**src/rtl/switch_debouncer.sv**
```systemverilog
// Per-bit two-flop synchronizer and stability-counter debouncer for slide switches.
// Produces clean levels plus registered one-cycle rise/fall strobes.
module switch_debouncer #(
    parameter int WIDTH         = 8,
    parameter int STABLE_CYCLES = 1000000
) (
    input  logic             clk,
    input  logic             rst_n,
    input  logic [WIDTH-1:0] sw,
    output logic [WIDTH-1:0] sw_db,
    output logic [WIDTH-1:0] rise,
    output logic [WIDTH-1:0] fall
);

    localparam int               CNT_W = $clog2(STABLE_CYCLES);
    localparam logic [CNT_W-1:0] TERM  = CNT_W'(STABLE_CYCLES - 1);

    logic [WIDTH-1:0] s1_q, s2_q;
    logic [WIDTH-1:0] db_q, db_d;
    logic [WIDTH-1:0] rise_q, rise_d;
    logic [WIDTH-1:0] fall_q, fall_d;
    logic [CNT_W-1:0] cnt_q [WIDTH];
    logic [CNT_W-1:0] cnt_d [WIDTH];

    always_ff @(posedge clk or negedge rst_n) begin
        if (!rst_n) begin
            s1_q   <= '0;
            s2_q   <= '0;
            db_q   <= '0;
            rise_q <= '0;
            fall_q <= '0;
            for (int i = 0; i < WIDTH; i++) begin
                cnt_q[i] <= '0;
            end
        end else begin
            s1_q   <= sw;
            s2_q   <= s1_q;
            db_q   <= db_d;
            rise_q <= rise_d;
            fall_q <= fall_d;
            for (int i = 0; i < WIDTH; i++) begin
                cnt_q[i] <= cnt_d[i];
            end
        end
    end

    // Any sample matching the current level restarts the count; terminal count always resolves.
    always_comb begin
        db_d   = db_q;
        rise_d = '0;
        fall_d = '0;
        for (int i = 0; i < WIDTH; i++) begin
            cnt_d[i] = '0;
            if (s2_q[i] != db_q[i]) begin
                if (cnt_q[i] == TERM) begin
                    db_d[i]   = s2_q[i];
                    rise_d[i] = s2_q[i];
                    fall_d[i] = ~s2_q[i];
                end else begin
                    cnt_d[i] = cnt_q[i] + 1'b1;
                end
            end
        end
    end

    assign sw_db = db_q;
    assign rise  = rise_q;
    assign fall  = fall_q;

endmodule

```
**config.mk**
```make
export PLATFORM = sky130hd
export DESIGN_NAME = switch_debouncer
export DESIGN_NICKNAME = d
export VERILOG_FILES = /design/src/rtl/switch_debouncer.sv
export SDC_FILE = /design/constraint.sdc
export NUM_CORES = 1
export LEC_CHECK = 0
export BUFFER_PORTS_ARGS = -buffer_cell sky130_fd_sc_hd__buf_2
export CAP_MARGIN = 20
export CELL_PAD_IN_SITES_DETAIL_PLACEMENT = 0
export CELL_PAD_IN_SITES_GLOBAL_PLACEMENT = 1
export CORE_AREA = 2 2 133 168
export DETAILED_ROUTE_END_ITERATION = 10
export DIE_AREA = 0 0 135 170
export PLACE_DENSITY_LB_ADDON = 0.1
export SETUP_SLACK_MARGIN = 0.1
export SYNTH_ARGS = -nofsm -noshare
export SYNTH_HDL_FRONTEND = slang
export SYNTH_SLANG_ARGS = --single-unit
```
**constraint.sdc**
```tcl
create_clock -name clk -period 2.3 [get_ports clk]
set_input_delay 0.69 -clock clk [delete_from_list [all_inputs] [get_ports clk]]
set_output_delay 0.69 -clock clk [all_outputs]
set_load 0.02 [all_outputs]
```
==> impl_results.rst <==
.. list-table::
   :header-rows: 1

   * - Metric
     - Value
   * - Register clock-pin slew on the reported worst setup and hold paths
     - 0.07 ns
   * - Placed Area
     - around 10,000 um2
   * - Arrival time of the worst setup path
     - 2.54 ns
   * - DPL Wire Length
     - 12,520 um
   * - Worst Setup SP
     - cnt_q[132]
   * - Required time at the worst-slack endpoint
     - 2.61 ns
   * - RD Place Congestion
     - 0.7654
   * - Remaining routing DRC violations
     - 0
   * - Register area share after synthesis
     - 53.93%
   * - Inserted Clock Buffers
     - 17
   * - Number of register bits inferred by synthesis
     - 200
   * - Number of warnings issued by yosys
     - 0
   * - Iteration-0 DRC count of the detailed router
     - 221
   * - Cells on worst reg2reg path
     - 4
   * - Final core occ
     - 50.02%
   * - Cell with the most instances after synthesis
     - sky130_fd_sc_hd__dfrtp_1
   * - Total number of H-tree levels
     - 4
   * - Pin count of the biggest net entering global routing
     - 52
   * - Final Critical Period
     - around 2.2 ns
   * - Final cell count without fillers
     - 1,258
   * - Overall via count from detail_route
     - 6,854
   * - Lkg Pwr
     - around 4.4 nW
   * - Initial antenna violation count
     - 0
   * - GRT Util Overall
     - 16.84%
   * - Termination of the worst setup path
     - sw_db[1]
   * - Status
     - completed
   * - Hold Path Class
     - input port to async pin
   * - Starting utilization of the core area
     - 43.53%
   * - Setup-failing EPs final
     - 0
   * - Slew Limit Headroom
     - a little under three fifths
   * - Placed cell count
     - 1,226
   * - Cell type with the largest total area after synthesis
     - sky130_fd_sc_hd__dfrtp_1
   * - Row Count
     - 60
   * - Port buffer count
     - 33
   * - Summed negative setup slack over all endpoints
     - 0 ns
   * - Diodes inserted
     - 0
   * - Worst reg2reg setup slack
     - 0.07 ns
   * - Post-Synthesis Mean Instance Area
     - 10.24 um2
   * - Filler instances
     - 1,978
   * - Type of element capturing the critical path
     - flip-flop
   * - Total non-filler cell area in the finished layout
     - 10,670 um2
   * - # IOs
     - 34
   * - Number of global-route vias before repair
     - 6,976
   * - Hold violation total from the final report
     - 0
   * - Cell types occupying the most area after synthesis
     - sky130_fd_sc_hd__dfrtp_1, sky130_fd_sc_hd__xor2_1, sky130_fd_sc_hd__nor2_1
   * - Type of the worst setup path
     - flip-flop to flip-flop
   * - DR vias/cell
     - between 5 and 6
   * - Count of pins over their slew limit
     - 0
   * - Number of instances in the synthesized netlist
     - 906
   * - Worst reg2reg path startpoint
     - cnt_q[132]
   * - Layout cell share with drive strength beyond 1
     - 14.10%
   * - Slew at the pin closest to its max-slew limit
     - about 0.64 ns
   * - Terminus of the critical flop-to-flop path
     - sw_db[1]
   * - Fraction of synthesis flops using an asynchronous set or reset pin
     - 100.0%
   * - Width of the die
     - 135 um
   * - Routed len/inst
     - 14.16 um
   * - Clock latency on the worst-skew pair
     - approximately 0.43 ns
   * - Core footprint
     - 21,320 um2
   * - Final Routed Wirelength
     - around 18,000 um
   * - Area of the mapped netlist
     - 9280 um2
   * - Most used DFF post-synth
     - sky130_fd_sc_hd__dfrtp_1
   * - Worst setup SP type
     - flip-flop
   * - Maximum clock path buffer count
     - 2
   * - Hold WS
     - slightly above 0.2 ns
   * - Die area
     - between 20,000 and 25,000 um2
   * - Total iterations of the first detailed-routing run
     - 5
   * - Worst IR Drop VDD
     - 0.0005062 V
   * - CP Max Fanout
     - 4
   * - Clock root cell
     - sky130_fd_sc_hd__clkbuf_16
   * - Remaining number of nets flagged by the antenna check after routing
     - 0
   * - Maximum Capacitance Violations
     - 0
   * - Proportion of netlist area held by the largest area contributor
     - 53.93%
   * - Final #Nets
     - 985
   * - Global-route wire length before repair
     - 32,050 um
   * - Ranking of synthesized cells by instance count
     - sky130_fd_sc_hd__dfrtp_1, sky130_fd_sc_hd__nor2_1, sky130_fd_sc_hd__nand3_1
   * - Period Utilization, post-route
     - around 97%
   * - Clock tree sinks
     - 200
   * - Clock Skews
     - 0.01121 ns
   * - RSZ-0062 raised after global routing
     - true
   * - Synthesized Nets
     - 924
   * - P&R area growth vs syn
     - 14.92%
   * - GR Overflow Total
     - 0
   * - Maximum achievable frequency
     - 447.9 MHz
   * - Chip Height
     - 170 um
   * - Clock tree from TritonCTS
     - yes
   * - EDFF count, synth
     - 0
   * - Power density of the placed cells
     - approximately 640 nW/um2
   * - Post-synthesis cell type count
     - 42
==> layer usage <==
layer,global-route usage [%],vias up,share of wire (%)
li1,-,3374,-
met1,21.69,3408,47
met2,29.09,58,50
met3,2.770,14,1.8
met4,5.254,0,1.3
met5,0,-,0
==> power breakdown <==
| group | internal [mW] | total [mW] | switching [mW] |
|---|---|---|---|
| sequential | 3.56 | 3.61 | 0.0489 |
| combinational | 0.0855 | 0.239 | 0.154 |
| clock | 1.67 | 3.01 | 1.34 |
| total | 5.32 | 6.86 | 1.54 |
==> timing repair <==
item,in CTS,in global routing
setup buffers,0,1
gates resized for setup,1,10
cloned,0,0
setup endpoints to repair,2,41
endpoints found under the hold margin,0,0
hold buffers,0,0
pin swaps,1,1
==> per-stage QoR <==
step	worst slack, ns	total power, mW
after floorplan	0.1213	3.770
after CTS	0.05588	6.978
final	0.06731	6.860
after global placement	0.05727	3.918
after detailed placement	0.04618	3.929
after global routing	0.04032	7.154
==> placed cells by master, fill, tap and decap left out, types with 10 or more instances in the layout <==
master	Yosys	routed
sky130_fd_sc_hd__and4_1	11	11
sky130_fd_sc_hd__nand2_1	51	51
sky130_fd_sc_hd__a21oi_1	54	54
sky130_fd_sc_hd__nor3_1	13	13
sky130_fd_sc_hd__inv_1	24	24
sky130_fd_sc_hd__o21ai_0	29	29
sky130_fd_sc_hd__nand3_1	60	60
sky130_fd_sc_hd__nand4_1	29	29
sky130_fd_sc_hd__clkbuf_16	0	17
sky130_fd_sc_hd__o31ai_1	23	23
sky130_fd_sc_hd__xor2_1	53	53
sky130_fd_sc_hd__nor2_1	106	106
sky130_fd_sc_hd__dfrtp_1	200	200
sky130_fd_sc_hd__nor4_1	13	10
sky130_fd_sc_hd__or4_1	43	37
sky130_fd_sc_hd__xnor2_1	45	45
sky130_fd_sc_hd__buf_2	2	32
sky130_fd_sc_hd__nor3b_1	16	16
sky130_fd_sc_hd__or3_1	28	28
sky130_fd_sc_hd__and3_1	21	21
sky130_fd_sc_hd__buf_4	2	31
==> layout make-up <==
cell class              count  area [um2]  share of cell area, %
clock buffers              19       452.9                  4.247
clock inverters            12       141.4                  1.326
inverters                  24       90.09                 0.8447
multi-input cells         655        4120                  38.63
flip-flops and latches    200        5005                  46.93
well taps                 279       349.1                  3.273
repair buffers             69       506.7                  4.751
==> cell families (layout without fill, tap and decap cells) <==
family          Yosys count  in the layout  synth area share, %
simple gates            425            425                25.06
flops                   200            200                53.93
compound gates          116            116                7.496
xor+xnor                 98             98                9.249
buf+inv                  51            124                2.171
fa+ha+maj                 8              8                1.079
mux                       8              8                1.011
==> state kept, by name, indices dropped and copies added (netlist names) <==
register	count
fall	8
s2_q	8
rise	8
cnt_q	160
s1_q	8
sw_db	8
==> how the worst min path moves through the flow <==
stage | start | end | slack [ns] | cells past startpoint
after floorplan | s1_q[0] | s2_q[0] | 0.33 | 0
after global placement | s1_q[7] | s2_q[7] | 0.33 | 0
after detailed placement | s1_q[2] | s2_q[2] | 0.34 | 0
after CTS | rst_n | cnt_q[33] | 0.22 | 1
after global routing | rst_n | cnt_q[32] | 0.23 | 1
final | rst_n | cnt_q[34] | 0.20 | 1
==> critical path, stage by stage, from the launching register on <==
cell and delay [ns]:
sky130_fd_sc_hd__dfrtp_1 0.37, sky130_fd_sc_hd__or4_1 0.52, sky130_fd_sc_hd__or4_4 0.55, sky130_fd_sc_hd__or3_4 0.37
sky130_fd_sc_hd__mux2_4 0.30
Note: power is estimated with default switching activity, not from simulation.
